===== config.mk =====
export PLATFORM = sky130hd
export DESIGN_NAME = cavlc_block_sequencer_flat
export DESIGN_NICKNAME = d
export VERILOG_FILES = /design/src/rtl/cavlc_block_sequencer_if.sv /design/src/rtl/cavlc_block_sequencer.sv /design/src/flat_wrapper.sv
export SDC_FILE = /design/constraint.sdc
export NUM_CORES = 1
export LEC_CHECK = 0
export CAP_MARGIN = 20
export CORE_ASPECT_RATIO = 2
export CORE_MARGIN = 2
export CORE_UTILIZATION = 39
export CTS_CLUSTER_DIAMETER = 40
export CTS_CLUSTER_SIZE = 30
export DETAILED_ROUTE_END_ITERATION = 16
export HOLD_SLACK_MARGIN = 0.1
export PLACE_DENSITY = 0.78
export SKIP_LAST_GASP = 1
export SLEW_MARGIN = 10
export SYNTH_ARGS = -nofsm -noshare
export SYNTH_HDL_FRONTEND = slang
export SYNTH_SLANG_ARGS = --single-unit
export TNS_END_PERCENT = 20

===== constraint.sdc =====
create_clock -name clk -period 3.4 [get_ports clk]
set_input_delay 0.68 -clock clk [delete_from_list [all_inputs] [get_ports clk]]
set_output_delay 0.68 -clock clk [all_outputs]
set_load 0.02 [all_outputs]

===== src/rtl/cavlc_block_sequencer_if.sv =====
// Handshake and data bundle between the CAVLC sub-decoders / bitstream buffer
// and the block sequencer. The sequencer uses the slave view; the surrounding
// datapath (or a testbench) uses the master view.
interface cavlc_block_sequencer_if;
  logic       start;
  logic [4:0] max_num_coeff;
  logic       bits_ready;
  logic [4:0] coeff_token_len;
  logic [4:0] total_coeff;
  logic [1:0] trailing_ones;
  logic [4:0] level_len;
  logic [3:0] total_zeros;
  logic [3:0] total_zeros_len;
  logic [3:0] run_before;
  logic [3:0] run_before_len;
  logic [3:0] cavlc_decoder_state;
  logic       consume_valid;
  logic [4:0] consume_len;
  logic [4:0] coeff_idx;
  logic [3:0] zeros_left;
  logic       busy;
  logic       done;
  logic       run_error;

  modport slave (
    input  start, max_num_coeff, bits_ready, coeff_token_len, total_coeff,
           trailing_ones, level_len, total_zeros, total_zeros_len,
           run_before, run_before_len,
    output cavlc_decoder_state, consume_valid, consume_len, coeff_idx,
           zeros_left, busy, done, run_error
  );

  modport master (
    output start, max_num_coeff, bits_ready, coeff_token_len, total_coeff,
           trailing_ones, level_len, total_zeros, total_zeros_len,
           run_before, run_before_len,
    input  cavlc_decoder_state, consume_valid, consume_len, coeff_idx,
           zeros_left, busy, done, run_error
  );
endinterface


===== src/rtl/cavlc_block_sequencer.sv =====
// CAVLC residual block sequencer: walks one block through coeff_token,
// trailing-one signs, levels, total_zeros and run_before, telling the
// bitstream buffer how many bits to advance after each syntax element.
module cavlc_block_sequencer (
  input  logic                          clk,
  input  logic                          reset_n,
  cavlc_block_sequencer_if.slave        bus
);

  typedef enum logic [3:0] {
    IDLE            = 4'd0,
    COEFF_TOKEN     = 4'd1,
    TRAILING_ONES   = 4'd2,
    LEVEL           = 4'd3,
    TOTAL_ZEROS_LUT = 4'd4,
    RUN_BEFORE      = 4'd5,
    DONE            = 4'd6
  } state_t;

  state_t     state_q, state_d;
  logic [4:0] maxCoeff_q, maxCoeff_d;
  logic [4:0] totalCoeff_q, totalCoeff_d;
  logic [1:0] trailingOnes_q, trailingOnes_d;
  logic [4:0] coeffIdx_q, coeffIdx_d;
  logic [3:0] zerosLeft_q, zerosLeft_d;
  logic       runError_q, runError_d;
  logic       busy_q, busy_d;
  logic       done_q, done_d;

  logic       consumeValid;
  logic [4:0] consumeLen;
  logic       zerosCheck;
  logic [3:0] runZerosNext;
  logic [4:0] coeffIdxInc;
  logic [4:0] totalCoeffDec;

  assign coeffIdxInc   = coeffIdx_q + 5'd1;
  assign totalCoeffDec = totalCoeff_q - 5'd1;

  // Next-state decode plus the unregistered consume strobe/length; the shared
  // "zeros check" is flagged inside the case and resolved once at the end.
  always_comb begin
    state_d        = state_q;
    maxCoeff_d     = maxCoeff_q;
    totalCoeff_d   = totalCoeff_q;
    trailingOnes_d = trailingOnes_q;
    coeffIdx_d     = coeffIdx_q;
    zerosLeft_d    = zerosLeft_q;
    runError_d     = runError_q;
    busy_d         = busy_q;
    done_d         = 1'b0;
    consumeValid   = 1'b0;
    consumeLen     = 5'd0;
    zerosCheck     = 1'b0;
    runZerosNext   = 4'd0;

    case (state_q)
      IDLE: begin
        if (bus.start) begin
          maxCoeff_d  = bus.max_num_coeff;
          runError_d  = 1'b0;
          coeffIdx_d  = 5'd0;
          zerosLeft_d = 4'd0;
          busy_d      = 1'b1;
          state_d     = COEFF_TOKEN;
        end
      end
      COEFF_TOKEN: begin
        if (bus.bits_ready) begin
          consumeValid   = 1'b1;
          consumeLen     = bus.coeff_token_len;
          totalCoeff_d   = bus.total_coeff;
          trailingOnes_d = bus.trailing_ones;
          if (bus.total_coeff == 5'd0) begin
            state_d = DONE;
            done_d  = 1'b1;
          end else if (bus.trailing_ones != 2'd0) begin
            state_d = TRAILING_ONES;
          end else begin
            state_d = LEVEL;
          end
        end
      end
      TRAILING_ONES: begin
        if (bus.bits_ready) begin
          consumeValid = 1'b1;
          consumeLen   = {3'b000, trailingOnes_q};
          coeffIdx_d   = coeffIdx_q + {3'b000, trailingOnes_q};
          if (totalCoeff_q == {3'b000, trailingOnes_q}) begin
            zerosCheck = 1'b1;
          end else begin
            state_d = LEVEL;
          end
        end
      end
      LEVEL: begin
        if (bus.bits_ready) begin
          consumeValid = 1'b1;
          consumeLen   = bus.level_len;
          coeffIdx_d   = coeffIdxInc;
          if (coeffIdxInc >= totalCoeff_q) begin
            zerosCheck = 1'b1;
          end
        end
      end
      TOTAL_ZEROS_LUT: begin
        if (bus.bits_ready) begin
          consumeValid = 1'b1;
          consumeLen   = {1'b0, bus.total_zeros_len};
          zerosLeft_d  = bus.total_zeros;
          coeffIdx_d   = 5'd0;
          if ((bus.total_zeros == 4'd0) || (totalCoeff_q == 5'd1)) begin
            state_d = DONE;
            done_d  = 1'b1;
          end else begin
            state_d = RUN_BEFORE;
          end
        end
      end
      RUN_BEFORE: begin
        if (bus.bits_ready) begin
          consumeValid = 1'b1;
          consumeLen   = {1'b0, bus.run_before_len};
          coeffIdx_d   = coeffIdxInc;
          if (bus.run_before > zerosLeft_q) begin
            runZerosNext = 4'd0;
            runError_d   = 1'b1;
          end else begin
            runZerosNext = zerosLeft_q - bus.run_before;
          end
          zerosLeft_d = runZerosNext;
          if ((runZerosNext == 4'd0) || (coeffIdxInc == totalCoeffDec)) begin
            state_d = DONE;
            done_d  = 1'b1;
          end
        end
      end
      DONE: begin
        busy_d  = 1'b0;
        state_d = IDLE;
      end
      default: begin
        busy_d  = 1'b0;
        state_d = IDLE;
      end
    endcase

    if (zerosCheck) begin
      if (totalCoeff_q < maxCoeff_q) begin
        state_d = TOTAL_ZEROS_LUT;
      end else begin
        zerosLeft_d = 4'd0;
        state_d     = DONE;
        done_d      = 1'b1;
      end
    end
  end

  // Register every piece of sequencer state; reset wins over any start.
  always_ff @(posedge clk) begin
    if (!reset_n) begin
      state_q        <= IDLE;
      maxCoeff_q     <= 5'd0;
      totalCoeff_q   <= 5'd0;
      trailingOnes_q <= 2'd0;
      coeffIdx_q     <= 5'd0;
      zerosLeft_q    <= 4'd0;
      runError_q     <= 1'b0;
      busy_q         <= 1'b0;
      done_q         <= 1'b0;
    end else begin
      state_q        <= state_d;
      maxCoeff_q     <= maxCoeff_d;
      totalCoeff_q   <= totalCoeff_d;
      trailingOnes_q <= trailingOnes_d;
      coeffIdx_q     <= coeffIdx_d;
      zerosLeft_q    <= zerosLeft_d;
      runError_q     <= runError_d;
      busy_q         <= busy_d;
      done_q         <= done_d;
    end
  end

  assign bus.cavlc_decoder_state = state_q;
  assign bus.consume_valid       = consumeValid;
  assign bus.consume_len         = consumeLen;
  assign bus.coeff_idx           = coeffIdx_q;
  assign bus.zeros_left          = zerosLeft_q;
  assign bus.busy                = busy_q;
  assign bus.done                = done_q;
  assign bus.run_error           = runError_q;

endmodule


===== src/flat_wrapper.sv =====
// flat-port wrapper written by rule: the top's interface ports become plain ports
module cavlc_block_sequencer_flat 
  (clk, reset_n, bus_start, bus_max_num_coeff, bus_bits_ready, bus_coeff_token_len, bus_total_coeff, bus_trailing_ones, bus_level_len, bus_total_zeros, bus_total_zeros_len, bus_run_before, bus_run_before_len, bus_cavlc_decoder_state, bus_consume_valid, bus_consume_len, bus_coeff_idx, bus_zeros_left, bus_busy, bus_done, bus_run_error);
  cavlc_block_sequencer_if bus_i ();
  input  logic clk;
  input  logic reset_n;
  input wire logic [$bits(bus_i.start)-1:0] bus_start;
  input wire logic [$bits(bus_i.max_num_coeff)-1:0] bus_max_num_coeff;
  input wire logic [$bits(bus_i.bits_ready)-1:0] bus_bits_ready;
  input wire logic [$bits(bus_i.coeff_token_len)-1:0] bus_coeff_token_len;
  input wire logic [$bits(bus_i.total_coeff)-1:0] bus_total_coeff;
  input wire logic [$bits(bus_i.trailing_ones)-1:0] bus_trailing_ones;
  input wire logic [$bits(bus_i.level_len)-1:0] bus_level_len;
  input wire logic [$bits(bus_i.total_zeros)-1:0] bus_total_zeros;
  input wire logic [$bits(bus_i.total_zeros_len)-1:0] bus_total_zeros_len;
  input wire logic [$bits(bus_i.run_before)-1:0] bus_run_before;
  input wire logic [$bits(bus_i.run_before_len)-1:0] bus_run_before_len;
  output wire logic [$bits(bus_i.cavlc_decoder_state)-1:0] bus_cavlc_decoder_state;
  output wire logic [$bits(bus_i.consume_valid)-1:0] bus_consume_valid;
  output wire logic [$bits(bus_i.consume_len)-1:0] bus_consume_len;
  output wire logic [$bits(bus_i.coeff_idx)-1:0] bus_coeff_idx;
  output wire logic [$bits(bus_i.zeros_left)-1:0] bus_zeros_left;
  output wire logic [$bits(bus_i.busy)-1:0] bus_busy;
  output wire logic [$bits(bus_i.done)-1:0] bus_done;
  output wire logic [$bits(bus_i.run_error)-1:0] bus_run_error;
  assign bus_i.start = bus_start;
  assign bus_i.max_num_coeff = bus_max_num_coeff;
  assign bus_i.bits_ready = bus_bits_ready;
  assign bus_i.coeff_token_len = bus_coeff_token_len;
  assign bus_i.total_coeff = bus_total_coeff;
  assign bus_i.trailing_ones = bus_trailing_ones;
  assign bus_i.level_len = bus_level_len;
  assign bus_i.total_zeros = bus_total_zeros;
  assign bus_i.total_zeros_len = bus_total_zeros_len;
  assign bus_i.run_before = bus_run_before;
  assign bus_i.run_before_len = bus_run_before_len;
  assign bus_cavlc_decoder_state = bus_i.cavlc_decoder_state;
  assign bus_consume_valid = bus_i.consume_valid;
  assign bus_consume_len = bus_i.consume_len;
  assign bus_coeff_idx = bus_i.coeff_idx;
  assign bus_zeros_left = bus_i.zeros_left;
  assign bus_busy = bus_i.busy;
  assign bus_done = bus_i.done;
  assign bus_run_error = bus_i.run_error;
  cavlc_block_sequencer u_core (.clk(clk), .reset_n(reset_n), .bus(bus_i));
endmodule

======== Word-level counts from Yosys, hierarchy flattened ========
Cells that the tools add are included.
operators by class
  magnitude comparators ................... 3
  muxes and demuxes ....................... 55
  reductions and logical operators ........ 17
  bitwise logic cells ..................... 1
  equality and inequality tests ........... 22
  $add $sub $neg .......................... 4
operator list
  kind                                                    number
  2-to-1 mux 4 bit                                        19
  2-to-1 mux 5 bit                                        6
  case mux 5 bit (5 select lines)                         1
  case mux 4 bit (6 select lines)                         1
  case mux 5 bit (4 select lines)                         1
  2-to-1 mux 1 bit                                        19
  inequality test 3 x 2 -> 1 bit (second input constant)  6
  logical NOT 4 bit                                       3
  case mux 4 bit (3 select lines)                         1
  == test 4 x 2 -> 1 bit (second input constant)          2
  == test 4 x 3 -> 1 bit (second input constant)          2
  inequality test 2 bit (second input constant)           4
  AND reduction 8 bit                                     1
  2-to-1 mux 2 bit                                        3
  inequality test 2 x 1 -> 1 bit (second input constant)  3
  case mux 1 bit (2 select lines)                         3
  AND reduction 2 bit                                     3
  adder 5 x 1 -> 5 bit (second input constant)            1
  adder 5 x 2 -> 5 bit                                    1
  == test 5 x 1 -> 1 bit (second input constant)          1
  == test 5 x 2 -> 1 bit                                  1
  == test 5 bit                                           1
  greater-or-equal comparator 5 bit                       1
  logical NOT 5 bit                                       1
  15 further kinds                                        17
storage, ports and cells
  bits of input ports ..................... 42
  bits in registers ....................... 28

======== Logic depth before layout (Yosys ltp) ========
Gate-level depths: netlist of run 1.
  depth after elaboration ................. 11
  depth in mapped cells ................... 10
  gate-level depth less buffers ........... 10

======== Least setup slack after synthesis of run 1 ========
Ideal clock, no wire load.
  kind .................................... input-to-reg
  start point ............................. input bus_run_before[0]
  end point ............................... register u_core.state_q[2], in the netlist u_core.bus.cavlc_decoder_state[2]
  slack ................................... 0.716 ns
  arrival time ............................ 2.568 ns
  required time ........................... 3.284 ns
  stages .................................. 9
  cell sequence ........................... ha_1 > inv_1 > fa_1 > a21o_1 > a21oi_1 > nand4b_2 > a31oi_2 > or4_1 > and3_1
between the ends
  word-level cells in the longest chain between the ends .. 8
  elaborated cells on any way between the ends .. 9
ends and longest elaborated chain
  what                                                    line                                                        RTL
  from (decl)                                             flat_wrapper.sv:16                                          input wire logic [$bits(bus_i.run_before)-1:0] bus_run_before;
  subtractor 4 bit or > comparator 4 bit (tied branches)  cavlc_block_sequencer.sv:129, cavlc_block_sequencer.sv:125
  2-to-1 mux 4 bit (*)                                    cavlc_block_sequencer.sv:125                                if (bus.run_before > zerosLeft_q) begin
  2-to-1 mux 4 bit (*)                                    cavlc_block_sequencer.sv:121                                if (bus.bits_ready) begin
  2-to-1 mux 4 bit (*)                                    cavlc_block_sequencer.sv:57                                 case (state_q)
  logical NOT 4 bit (*)                                   cavlc_block_sequencer.sv:132                                if ((runZerosNext == 4'd0) || (coeffIdxInc == totalCoeffDec)) begin
  logical OR 1 bit (*)                                    cavlc_block_sequencer.sv:132
  inequality test 3 x 1 -> 1 bit (no line) (*)            n/a
  AND reduction 8 bit (no line) (*)                       n/a
  to (signal assigned)                                    cavlc_block_sequencer.sv:172                                state_q <= state_d;
  to (decl)                                               cavlc_block_sequencer.sv:20                                 state_t state_q, state_d;
Mark *: on every way between the ends. The rest lies on a longest branch, timed or not. The select of a mux whose other input is x is not followed.
A chain may end at the register's enable or synchronous reset.

======== Final worst setup path of run 1 ========
Ends and elaborated chain as after synthesis.

==> metrics.txt, run 1 <==
RSZ-0062 raised after global routing false; fraction of registers with async set/reset 0; footprint of the multi-input gates 0.00151 sq mm; Clock Skews 3.25 ps; largest net degree at the start of global routing 23; Die H 111 microns; minimum clock period 3090 ps; Reg area 541 sq um; number of synthesized register bits 27; share of post-route cells with drive strength above 1 0.0607; top_reg_cell synth dfxtp_1; R2R depth 10; Avg Inst Size Synth 7.76 sq um; critical path peak fanout 7; Crit Reg-Reg Startpoint u_core.bus.zeros_left[0]; Area contributors post-synth dfxtp_1 24%, ha_1 10%, nor2_1 7.2%; Routed WL 6.21 mm; hold_ws 502 ps; Max stage delay on crit path 530 ps; Overflow after GRT 0; buffer and inverter count on the worst path 2; area of the mapped netlist 0.00223 sq mm; die area 0.00637 sq mm; Max Slew Vio Count 0; status complete, no violations; GPL Wtd Cong 1.00; CP Depth 10; antenna violations before repair 0; Cell Chain, Critical Path clkdlybuf4s50_1 -> ha_1 -> inv_1 -> fa_1 -> nor3b_1 -> nand4b_1 -> nand4b_2 -> a31oi_2 -> or4_1 -> and3_1; setup_tns 0 ps; CTS buffer count 3; clock-pin slew on the worst setup and hold paths 70 ps; Routed WL per cell 15.3 microns; Slew HR 0.542; final worst-path cycle share 0.908; Detail Placement HPWL 4.83 mm; hold crit path type reg2reg; upper clock frequency limit 324 MHz; Yosys cell types 58; post-synthesis sequential area ratio 0.243; first drt pass iteration count 4; Avg Vias per Cell 5.79; commonest cells in the netlist 43 x nor2_1, 27 x a21oi_1, 27 x dfxtp_1, 27 x inv_1, 18 x ha_1; Port-buffer cells 62; Syn-to-layout area delta 33.5%; cts repair resizes 0; CTS root buffer clkbuf_16; CTS tree built; reg2reg end u_core.bus.cavlc_decoder_state[2]; worst-skew pair later-pin latency 260 ps; dpl ws 79.8 ps; ANT nets after route 0; Synth area leader dfxtp_1; number of antenna diodes 0; H-tree Lvls 1; # rows 39; Clock Path Buffers 2; Peak VDD IR 0.000514 V; Worst Tran Pin Value 686 ps; DIE WIDTH 57.5 microns; Mapped Nets 349; DR iter-0 viols 145; Critical Path Sink Type register; core area 0.00561 sq mm; Setup-failing EPs final 0; CP Launch Point bus_run_before[0]; Crit Path Class in2reg; yosys warns 0; slowest CP cell or4_1; DRC viols 0; Max Cap Viol 0; cell leakage power 1.15 nW; IO Pins 64; crit path DAT 3240 ps; CTS Sinks 27; Worst EP required 3560 ps; Tot GR Track Use 0.201; # fillers 532; Setup Buffers After CTS 0; cell family with most CP delay simple AND/OR/NAND/NOR gates; Post-Syn Instances 287; crit path to u_core.bus.cavlc_decoder_state[2]; vias in the first global route 2,375; hold buffer count at cts 0; Worst R2R Setup Slack 710 ps; Starting Density 0.397; number of enable flip-flop cells after synthesis 0; Final nets 409; endpoints failing hold 0; global-route wire length before repair 10.6 mm; startpoint class of the critical path input pin; Vias 2,356; pwr/cell area 679 mW/mm^2; count leader, synth nor2_1; Synth top area share 0.243; setup ws final 313 ps
flip-flops by register name, indices dropped and copies added (netlist names):
signal,count
u_core.bus.cavlc_decoder_state,3
u_core.bus.coeff_idx,5
u_core.bus.run_error,1
u_core.bus.zeros_left,4
u_core.maxCoeff_q,5
u_core.totalCoeff_q,5
u_core.trailingOnes_q,2
u_core.bus.busy,1
u_core.bus.done,1
where the power goes:
| group | switching [W] | internal [W] |
|---|---|---|
| registers | 0.0000984 | 0.000387 |
| clock network | 0.000109 | 0.000161 |
| logic | 0.000700 | 0.000566 |
| total | 0.000907 | 0.00111 |
kinds of logic (layout without fill, tap and decap cells):
family | count (synthesis) | count (layout) | share of synthesized area
flip-flops | 27 | 27 | 0.243
XOR/XNOR | 17 | 17 | 0.0769
AND/OR/NAND/NOR | 98 | 98 | 0.223
multiplexers | 6 | 6 | 0.0270
AO/OA/AOI/OAI | 77 | 77 | 0.229
adder cells (fa/ha/maj) | 20 | 20 | 0.119
buffers and inverters | 41 | 100 | 0.0803
other | 1 | 1 | 0.00168
worst min path at each step:
stage	depth (start not counted)	start	end
after floorplan	2	u_core.maxCoeff_q[0]	u_core.maxCoeff_q[0]
after global placement	2	u_core.maxCoeff_q[0]	u_core.maxCoeff_q[0]
after detailed placement	2	u_core.bus.run_error	u_core.bus.run_error
after CTS	2	u_core.maxCoeff_q[0]	u_core.maxCoeff_q[0]
after global routing	2	u_core.bus.busy	u_core.bus.busy
final	2	u_core.bus.run_error	u_core.bus.run_error
final cells by class:
class | instances | area share
timing repair buffer | 68 | 0.224
tap | 61 | 0.0257
inverter | 28 | 0.0353
clock buffer | 4 | 0.0265
multi-input combinational | 219 | 0.507
sequential | 27 | 0.182
per-layer routing:
metal,vias to the layer above,GRT usage,routed length [microns]
li1,1137,-,-
met1,1083,0.229,2440
met2,115,0.355,3140
met3,21,0.0268,403
met4,0,0.0930,218
met5,-,0,0
placed cells by master (no fill, tap or decap), types with 3 or more instances in the layout:
cell / count
o211ai_1: 5
a21o_1: 5
nor3_1: 8
buf_4: 6
nand2_1: 13
a22oi_1: 5
mux2i_1: 6
o21ai_1: 8
nand3b_1: 3
ha_1: 18
clkbuf_16: 3
dfxtp_1: 27
xnor2_1: 11
o22ai_1: 4
inv_1: 27
xor2_1: 3
clkdlybuf4s50_1: 62
nor2_1: 43
nand3_1: 8
nand2b_1: 4
a222oi_1: 4
a21oi_1: 27
tightest hold or removal path, delay by kind of cell (launching register included):
| family | cells | cell delay, ps |
|---|---|---|
| AO/OA/AOI/OAI | 1 | 60 |
| flip-flops | 1 | 340 |
| AND/OR/NAND/NOR | 1 | 70 |
stage by stage:
stage,utilization,area (sq um),total power [W],instances
floorplan,-,2230,0.00136,287
finish,0.530,2980,0.00202,407
detailed placement,0.516,2900,0.00174,403
CTS,0.530,2980,0.00202,407
global placement,0.516,2900,0.00170,403
global route,0.530,2980,0.00218,407
Power figures use the tool's default switching activity.
==> run 2: changes to the inputs <==
CTS_CLUSTER_DIAMETER = default   (was 40)
==> results of run 2 <==
Same layout as run 1: the final DEF is identical, and so are final timing and power.
==> run 3: changes to the inputs <==
==> constraint.sdc (replaced) <==
create_clock -name clk -period 3.4 [get_ports clk]
set_input_delay 0.51 -clock clk [delete_from_list [all_inputs] [get_ports clk]]
set_output_delay 0.51 -clock clk [all_outputs]
set_load 0.02 [all_outputs]
==> run 3 against run 2 <==
Effect of this change:
- register-to-register slack better by 140 ps
- largest cell class unchanged
- clock-buffer cell count decreased by 1
- clock skew is essentially flat
- total power fell by 0.36%
- sequential share of layout area about the same
==> metrics.txt, run 3 (synthesis gave the netlist of run 1 again) <==
share of post-route cells with drive strength above 1 0.0636; pwr/cell area 677 mW/mm^2; met1 Use GR 0.246; Worst Tran Pin Value 689 ps; # fillers 547; DR iter-0 viols 121; cts repair resizes 0; endpoints failing hold 0; Starting Density 0.397; Util after Layout 0.530; total power 0.00201 W; GPL Wtd Cong 1.01; number of antenna diodes 0; Die H 111 microns; Max Slew Vio Count 0; buffer and inverter count on the worst path 2; startpoint class of the critical path input pin; clock-pin slew on the worst setup and hold paths 70 ps; hold crit path type reg2reg; cell leakage power 1.16 nW; status complete, no violations; Clock Skews 2.98 ps; IO Pins 64; Final nets 409; H-tree Lvls 1; die area 0.00637 sq mm; core area 0.00561 sq mm; R2R depth 10; Cell Chain, Critical Path clkdlybuf4s50_1 -> ha_1 -> inv_1 -> fa_1 -> xor2_1 -> a211o_2 -> nand4b_2 -> a31oi_2 -> or4_1 -> a31oi_1; CTS buffer count 3; Critical Path Sink Type register; crit path to u_core.bus.cavlc_decoder_state[0]; slowest CP cell or4_1; worst hold start u_core.maxCoeff_q[0]; Clock Path Buffers 2; Setup Buffers After CTS 0; Setup-failing EPs final 0; commonest non-fill, non-tap cells in the layout 62 x clkdlybuf4s50_1, 43 x nor2_1, 27 x inv_1, 27 x a21oi_1, 27 x dfxtp_1; Tot GR Track Use 0.201; hold_ws 514 ps; RSZ-0062 raised after global routing false; hold buffer count at cts 0; M2 GR Usage 0.360; crit path DAT 3010 ps; Crit Reg-Reg Startpoint u_core.bus.zeros_left[0]; gr busiest metal met2; Detail Placement HPWL 4.79 mm; Port-buffer cells 62; largest net degree at the start of global routing 23; CTS Sinks 27; # rows 39; Worst EP required 3590 ps; Syn-to-layout area delta 33.6%; cell family with most CP delay simple AND/OR/NAND/NOR gates; Max stage delay on crit path 540 ps; worst-skew pair later-pin latency 260 ps; Vias 2,303; Slew HR 0.540; Peak VDD IR 0.000604 V; Worst R2R Setup Slack 850 ps; minimum clock period 2820 ps; final worst-path cycle share 0.830; antenna violations before repair 0; GR met3 Demand/Resource 0.0245; CTS tree built; Crit Path Class in2reg; Overflow after GRT 0; most common cell after layout, fill and taps aside clkdlybuf4s50_1; upper clock frequency limit 354 MHz; Routed WL 6.15 mm; Avg Vias per Cell 5.66; critical path peak fanout 7; CTS root buffer clkbuf_16; ANT nets after route 0; first drt pass iteration count 5; Routed WL per cell 15.1 microns; reg2reg end u_core.bus.cavlc_decoder_state[0]; DIE WIDTH 57.5 microns; hold depth 2; setup_tns 0 ps; CP Launch Point bus_run_before[0]; global-route wire length before repair 10.7 mm; CP Depth 10; vias in the first global route 2,270; DRC viols 0; Max Cap Viol 0
==> run 3: through the flow <==
step | instances | worst slack, ps | instance area [sq um]
final | 407 | 578 | 2980
after global routing | 407 | 415 | 2980
after CTS | 407 | 586 | 2980
after detailed placement | 403 | 315 | 2900
after global placement | 403 | 389 | 2900
after floorplan | 287 | 870 | 2230
==> run 3: how the worst min path moves through the flow <==
| stage | end | slack (ps) |
|---|---|---|
| after floorplan | u_core.maxCoeff_q[0] | 460 |
| after global placement | u_core.maxCoeff_q[0] | 480 |
| after detailed placement | u_core.bus.busy | 490 |
| after CTS | u_core.maxCoeff_q[0] | 520 |
| after global routing | u_core.maxCoeff_q[0] | 560 |
| final | u_core.maxCoeff_q[0] | 510 |
==> run 3: cell type report <==
type | count | area, sq um | area share
Inverter | 28 | 105 | 0.0353
Clock buffer | 3 | 75.1 | 0.0252
Clock inverter | 1 | 5.00 | 0.00168
Tap cell | 61 | 76.3 | 0.0256
Timing Repair Buffer | 68 | 666 | 0.224
Multi-Input combinational cell | 219 | 1510 | 0.507
Sequential cell | 27 | 541 | 0.182
==> run 3: tightest hold or removal path: stages (launching register included) <==
cell	delay, ps
dfxtp_1	340
mux2i_1	70
nor2_1	70
==> run 3: routing by layer <==
layer  routed length (microns)  share of wire  vias up
met1                      2380           0.39     1068
met3                       409          0.067       12
met2                      3230           0.53       86
met5                         0              0        -
li1                          -              -     1137
met4                       124          0.020        0
==> run 3: where the power goes <==
part	switching, W	leakage (nW)	internal (W)
sequential	0.0000882	0.220	0.000387
combinational	0.000702	0.896	0.000566
clock	0.000112	0.0409	0.000159
